--- src/rtl/hazard_control_unit.sv ---
// Pipeline hazard controller: load-use interlock, taken-branch redirect, I/D-cache stalls.
// Define HAZARD_PERF_CNT_EN to add the stall_cycles / flush_count performance counters.
module hazard_control_unit #(
   parameter int CNT_WIDTH = 32
) (
   input  logic       clk,
   input  logic       rst_n,
   input  logic       ID_EX_MemRead,
   input  logic [4:0] ID_EX_RegisterRd,
   input  logic [4:0] IF_ID_RegisterRs1,
   input  logic [4:0] IF_ID_RegisterRs2,
   input  logic       IF_ID_UsesRs1,
   input  logic       IF_ID_UsesRs2,
   input  logic       EX_BranchTaken,
   input  logic       ICache_stall,
   input  logic       DCache_stall,
   output logic       PC_Write,
   output logic       IF_ID_Write,
   output logic       ID_EX_Write,
   output logic       EX_MEM_Write,
   output logic       MEM_WB_Write,
   output logic       IF_ID_Flush,
   output logic       ID_EX_Bubble,
   output logic [1:0] ctrl_state
`ifdef HAZARD_PERF_CNT_EN
   ,
   output logic [CNT_WIDTH-1:0] stall_cycles,
   output logic [15:0]          flush_count
`endif
);

   typedef enum logic [1:0] {
      RUN           = 2'd0,
      FETCH_WAIT    = 2'd1,
      REDIRECT_PEND = 2'd2,
      UNUSED_ST     = 2'd3
   } ctrlState_t;

   ctrlState_t state;
   ctrlState_t nextState;
   logic       loadUse;

   if (CNT_WIDTH < 1) begin : gBadCntWidth
      $error("hazard_control_unit: CNT_WIDTH must be at least 1");
   end

   assign loadUse = ID_EX_MemRead && (ID_EX_RegisterRd != 5'd0) &&
                    (((ID_EX_RegisterRd == IF_ID_RegisterRs1) && IF_ID_UsesRs1) ||
                     ((ID_EX_RegisterRd == IF_ID_RegisterRs2) && IF_ID_UsesRs2));

   // NOTE: sequential state uses non-blocking assignments so every flop samples pre-edge values.
   always_ff @(posedge clk) begin
      if (!rst_n) begin
         state <= RUN;
      end else begin
         state <= nextState;
      end
   end

   // NOTE: every output gets a default before any branch so no path can infer a latch.
   always_comb begin
      nextState    = state;
      PC_Write     = 1'b1;
      IF_ID_Write  = 1'b1;
      ID_EX_Write  = 1'b1;
      EX_MEM_Write = 1'b1;
      MEM_WB_Write = 1'b1;
      IF_ID_Flush  = 1'b0;
      ID_EX_Bubble = 1'b0;

      if (!rst_n) begin
         nextState    = RUN;
         PC_Write     = 1'b0;
         IF_ID_Write  = 1'b0;
         ID_EX_Write  = 1'b0;
         EX_MEM_Write = 1'b0;
         MEM_WB_Write = 1'b0;
         IF_ID_Flush  = 1'b1;
         ID_EX_Bubble = 1'b1;
      end else if (DCache_stall) begin
         // A data-side miss freezes the whole pipe in place, whatever else is pending.
         PC_Write     = 1'b0;
         IF_ID_Write  = 1'b0;
         ID_EX_Write  = 1'b0;
         EX_MEM_Write = 1'b0;
         MEM_WB_Write = 1'b0;
      end else begin
         unique case (state)
            RUN, FETCH_WAIT: begin
               // FETCH_WAIT differs from RUN only in which state reports the ongoing miss.
               if (EX_BranchTaken) begin
                  IF_ID_Flush  = 1'b1;
                  ID_EX_Bubble = 1'b1;
                  nextState    = ICache_stall ? REDIRECT_PEND : RUN;
               end else if (ICache_stall) begin
                  PC_Write     = 1'b0;
                  IF_ID_Write  = 1'b0;
                  ID_EX_Bubble = 1'b1;
                  nextState    = FETCH_WAIT;
               end else begin
                  nextState = RUN;
                  if (loadUse) begin
                     PC_Write     = 1'b0;
                     IF_ID_Write  = 1'b0;
                     ID_EX_Bubble = 1'b1;
                  end
               end
            end
            REDIRECT_PEND: begin
               PC_Write     = 1'b0;
               ID_EX_Bubble = 1'b1;
               if (ICache_stall) begin
                  IF_ID_Write = 1'b0;
               end else begin
                  // The fetch that just returned is from the wrong path; drop it.
                  IF_ID_Flush = 1'b1;
                  nextState   = RUN;
               end
            end
            default: begin
               nextState = RUN;
            end
         endcase
      end
   end

   assign ctrl_state = state;

`ifdef HAZARD_PERF_CNT_EN
   always_ff @(posedge clk) begin
      if (!rst_n) begin
         stall_cycles <= '0;
         flush_count  <= '0;
      end else begin
         if (!PC_Write && (stall_cycles != {CNT_WIDTH{1'b1}})) begin
            stall_cycles <= stall_cycles + CNT_WIDTH'(1);
         end
         if (IF_ID_Flush && (flush_count != 16'hFFFF)) begin
            flush_count <= flush_count + 16'd1;
         end
      end
   end
`endif

endmodule

--- config.mk ---
export PLATFORM = sky130hd
export DESIGN_NAME = hazard_control_unit
export DESIGN_NICKNAME = d
export VERILOG_FILES = /design/src/rtl/hazard_control_unit.sv
export SDC_FILE = /design/constraint.sdc
export NUM_CORES = 1
export LEC_CHECK = 0
export ABC_AREA = 1
export ABC_CLOCK_PERIOD_IN_PS = 1800
export CORE_AREA = 2 2 39 41
export CTS_CLUSTER_SIZE = 20
export DETAILED_ROUTE_END_ITERATION = 10
export DIE_AREA = 0 0 41 43
export DONT_BUFFER_PORTS = 1
export SLEW_MARGIN = 20
export SYNTH_ARGS = -nofsm -noshare
export SYNTH_HDL_FRONTEND = slang
export SYNTH_SLANG_ARGS = --single-unit
--- constraint.sdc ---
create_clock -name clk -period 1.8 [get_ports clk]
set_input_delay 0.54 -clock clk [delete_from_list [all_inputs] [get_ports clk]]
set_output_delay 0.54 -clock clk [all_outputs]
set_load 0.01 [all_outputs]
==> flow_metrics.py <==
metrics = {
    "pwr": {
        "power_density_mw_per_mm2": 413,
        "internal_power_uw": 169,
        "p_leak_uw": 0.000337,
        "switching_share_pct": 32.9,
        "irDropWorstVdd_mv": 0.291,
        "combPwrFrac_pct": 40.8,
        "p_sw_uw": 82.9,
        "p_clk_share_pct": 38.5,
        "p_seq_share_pct": 20.7,
    },
    "floorplanning": {
        "ios": 32,
        "coreArea_mm2": 0.00138,
        "chipHeight_um": 43,
        "die_area_mm2": 0.00176,
        "fp-row-count": 14,
        "die_x_um": 41,
        "initial_core_util_pct": 29.3,
    },
    "cts": {
        "htree_num_levels": 1,
        "cts.sinks": 2,
        "clkTransAtPathRegs_ns": 0.03,
        "holdBufCountCts": 0,
        "numCtsBuffers": 3,
        "clk_path_buf_depth": 2,
        "cts-root-buf": "clkbuf_4",
        "clkLatencyLatePin_ns": 0.22,
        "cts_tree": "built",
    },
    "global_routing": {
        "grt_overflow": 0,
        "grt_pass1_wl_mm": 1.57,
        "antenna_found_initial": 0,
        "grt_pass1_vias": 426,
        "grtUsageTotal_pct": 12.6,
        "grt_max_degree": 8,
    },
    "critical_path": {
        "cp.required_ns": 1.26,
        "crit_chain": "inv_8 -> nand2_2 -> nand2_2 -> nor2_1 -> nand3_1 -> nand2_1 -> nand2_2 -> nand2_2 -> a21oi_2 -> buf_4",
        "ff2ff_setup_slack_ns": 0.86,
        "startpoint_type": "input pin",
        "r2r_start": "ctrl_state[0]$_SDFFE_PN0P_",
        "path_depth": 10,
        "end_kind": "output port",
        "path_delay_family": "simple AND/OR/NAND/NOR gates",
        "r2r_end": "ctrl_state[1]$_SDFFE_PN0P_",
        "path_class": "in -> out",
        "path_common_cell": "nand2_2",
        "reg2regPathDepth": 5,
        "startpoint": "ID_EX_RegisterRd[1]",
        "max_stage_delay_ns": 0.14,
        "critical_path_arrival_ns": 1.26,
        "critical_path_buf_inv_count": 2,
        "cp_max_fo": 4,
        "setup.worst_path.end": "IF_ID_Write",
        "slowest_stage": "buf_4",
    },
    "synth": {
        "synth_top_family_by_area": "simple AND/OR/NAND/NOR gates",
        "synth-seq-cells": 2,
        "yosysUniqueCellTypes": 14,
        "synth-seq-area-share_pct": 9.88,
        "synth_compound_area_share_pct": 11.4,
        "synth_top_area_share_pct": 35.2,
        "synth_nets": 114,
        "synth-simple-area-share_pct": 55.6,
        "syn_area_per_cell_um2": 4.45,
        "synth_warnings": 0,
        "syn-instance-count": 91,
        "synth_area_leaders": "nand2_1 (35%), inv_1 (16%), nor2_1 (11%)",
        "synth_fa_ha_area_share_pct": 0,
        "synth_mux_area_share_pct": 0,
        "synth_top_cell_by_area": "nand2_1",
        "synth_xor_area_share_pct": 0,
        "synth.cell_area_um2": 405,
    },
    "sta": {
        "layout_setup_ws_ns": -0.00190,
        "setup_viol": 2,
        "min_period_ns": 1.80,
        "tightest_slew_ns": 0.236,
        "slew_viol_final": 0,
        "rsz0062_at_grt": "true",
        "slew_headroom_pct": 84.2,
        "max_freq_ghz": 0.555,
        "fin_skew_ns": 0.00126,
        "tns_ns": -0.00269,
        "period_share_pct": 100,
        "hold_viol": 0,
        "holdWs_ns": 0.470,
    },
    "finish": {
        "largest_reg_flops": 2,
        "fin_nets": 122,
        "layoutNonFillerInstCount": 113,
        "antenna_cells": 0,
        "fin_util_pct": 44.0,
        "areaGrowthSynthToFinish_pct": 50.3,
        "fill_cells": 171,
        "drive_above_1_share_pct": 46.4,
    },
    "flow_run": {
        "maxCapViolations": 0,
    },
    "placement": {
        "port_buffers": 0,
        "gp_congestion": 0.641,
        "place_inst": 110,
        "place_ws_ns": -0.00721,
        "post-dp-hpwl_um": 839,
    },
    "drt": {
        "top_layer": "met3",
        "wl_met2_um": 664,
        "viasPerCell": 4.58,
        "drc_errors": 0,
        "drt-total-wl_mm": 1.09,
        "dr_total_vias": 517,
        "wl_met3_um": 64,
        "wl_per_cell_um": 9.65,
        "antenna_left": 0,
        "drt_iter0_markers": 12,
        "firstDrtPassIters": 4,
        "wl_met1_um": 361,
    },
    "run_status": {
        "outcome": "finished, violations left",
        "violations": "setup timing",
    },
    "worst_hold_path": {
        "hold_class": "in -> reg",
    },
}
==> how the worst min path moves through the flow <==
stage                          startpoint                         end  slack, ns  depth (start not counted)
2_1_floorplan  ctrl_state[0]$_SDFFE_PN0P_  ctrl_state[0]$_SDFFE_PN0P_       0.50                          2
3_3_place_gp   ctrl_state[0]$_SDFFE_PN0P_  ctrl_state[0]$_SDFFE_PN0P_       0.53                          2
3_5_place_dp   ctrl_state[0]$_SDFFE_PN0P_  ctrl_state[0]$_SDFFE_PN0P_       0.54                          2
4_1_cts                      DCache_stall  ctrl_state[0]$_SDFFE_PN0P_       0.47                          2
5_1_grt                             rst_n  ctrl_state[0]$_SDFFE_PN0P_       0.49                          2
6_report                     DCache_stall  ctrl_state[0]$_SDFFE_PN0P_       0.47                          2
==> power groups by stage <==
stage | registers [µW] | logic, µW | clock network (µW)
2_1_floorplan | 51.8 | 61.4 | 0
3_3_place_gp | 51.7 | 76.0 | 0
3_5_place_dp | 51.9 | 77.7 | 0
4_1_cts | 51.4 | 81.3 | 102
5_1_grt | 52.4 | 117 | 114
6_report | 52.1 | 103 | 97.0
==> metrics by stage <==
| stage | area, µm² | power (µW) |
|---|---|---|
| floorplan | 405 | 113 |
| global placement | 448 | 128 |
| detailed placement | 448 | 130 |
| CTS | 493 | 235 |
| global route | 609 | 284 |
| finish | 609 | 252 |
==> cell families (layout without fill, tap and decap cells) <==
group,after synthesis,after routing
AND/OR/NAND/NOR,57,57
buffers and inverters,23,29
AO/OA/AOI/OAI,9,9
flip-flops,2,2
==> synthesized netlist by cell type <==
cell type and count:
nand4_1 1, nor2_1 12, buf_4 2, inv_2 4, dfxtp_1 2, nand3_1 4
inv_1 17, o22ai_1 1, o21ai_0 2, a21oi_1 4, nor3_1 1, o21ai_1 2
nor2_2 1, nand2_1 38
==> worst register-to-register path, stage by stage, from the launching register on <==
cell	delay, ns
dfxtp_2	0.37
inv_1	0.05
nand2_1	0.12
o21ai_0	0.10
o21ai_1	0.13
inv_1	0.05
==> timing repair <==
action	in CTS	in global routing
pin swaps	15	28
endpoints found under the setup margin	2	4
gates resized for setup	10	47
setup buffers	0	0
cloned	0	0
==> area by class of cell <==
class	count	area, µm²	share of cell area, %
Tap cell	16	20.0	3.29
Timing Repair Buffer	5	37.5	6.16
Multi-Input combinational cell	66	354	58.1
Sequential cell	2	42.5	6.98
Clock buffer	3	22.5	3.70
Inverter	21	133	21.8
==> layer usage <==
metal  track usage [%]  vias up
met5                 0        -
met4              6.00        0
met3              1.57        0
met2              21.3       15
met1              14.7      222
li1                  -      280
==> cells in the final DEF (no fill, tap or decap) <==
cell	instances
nand3_1	3
inv_1	10
nor2_1	8
nor3_1	1
o21ai_0	2
o22ai_1	1
nor2_2	4
nand3_2	1
nor2_4	1
nand2_4	3
buf_4	5
inv_16	1
inv_8	3
nand2_2	13
dfxtp_2	2
inv_6	1
nand2_1	22
inv_4	4
a21oi_1	2
o21ai_1	2
inv_2	2
nand4_1	1
clkbuf_4	3
a21oi_2	2
Power figures use the tool's default switching activity.
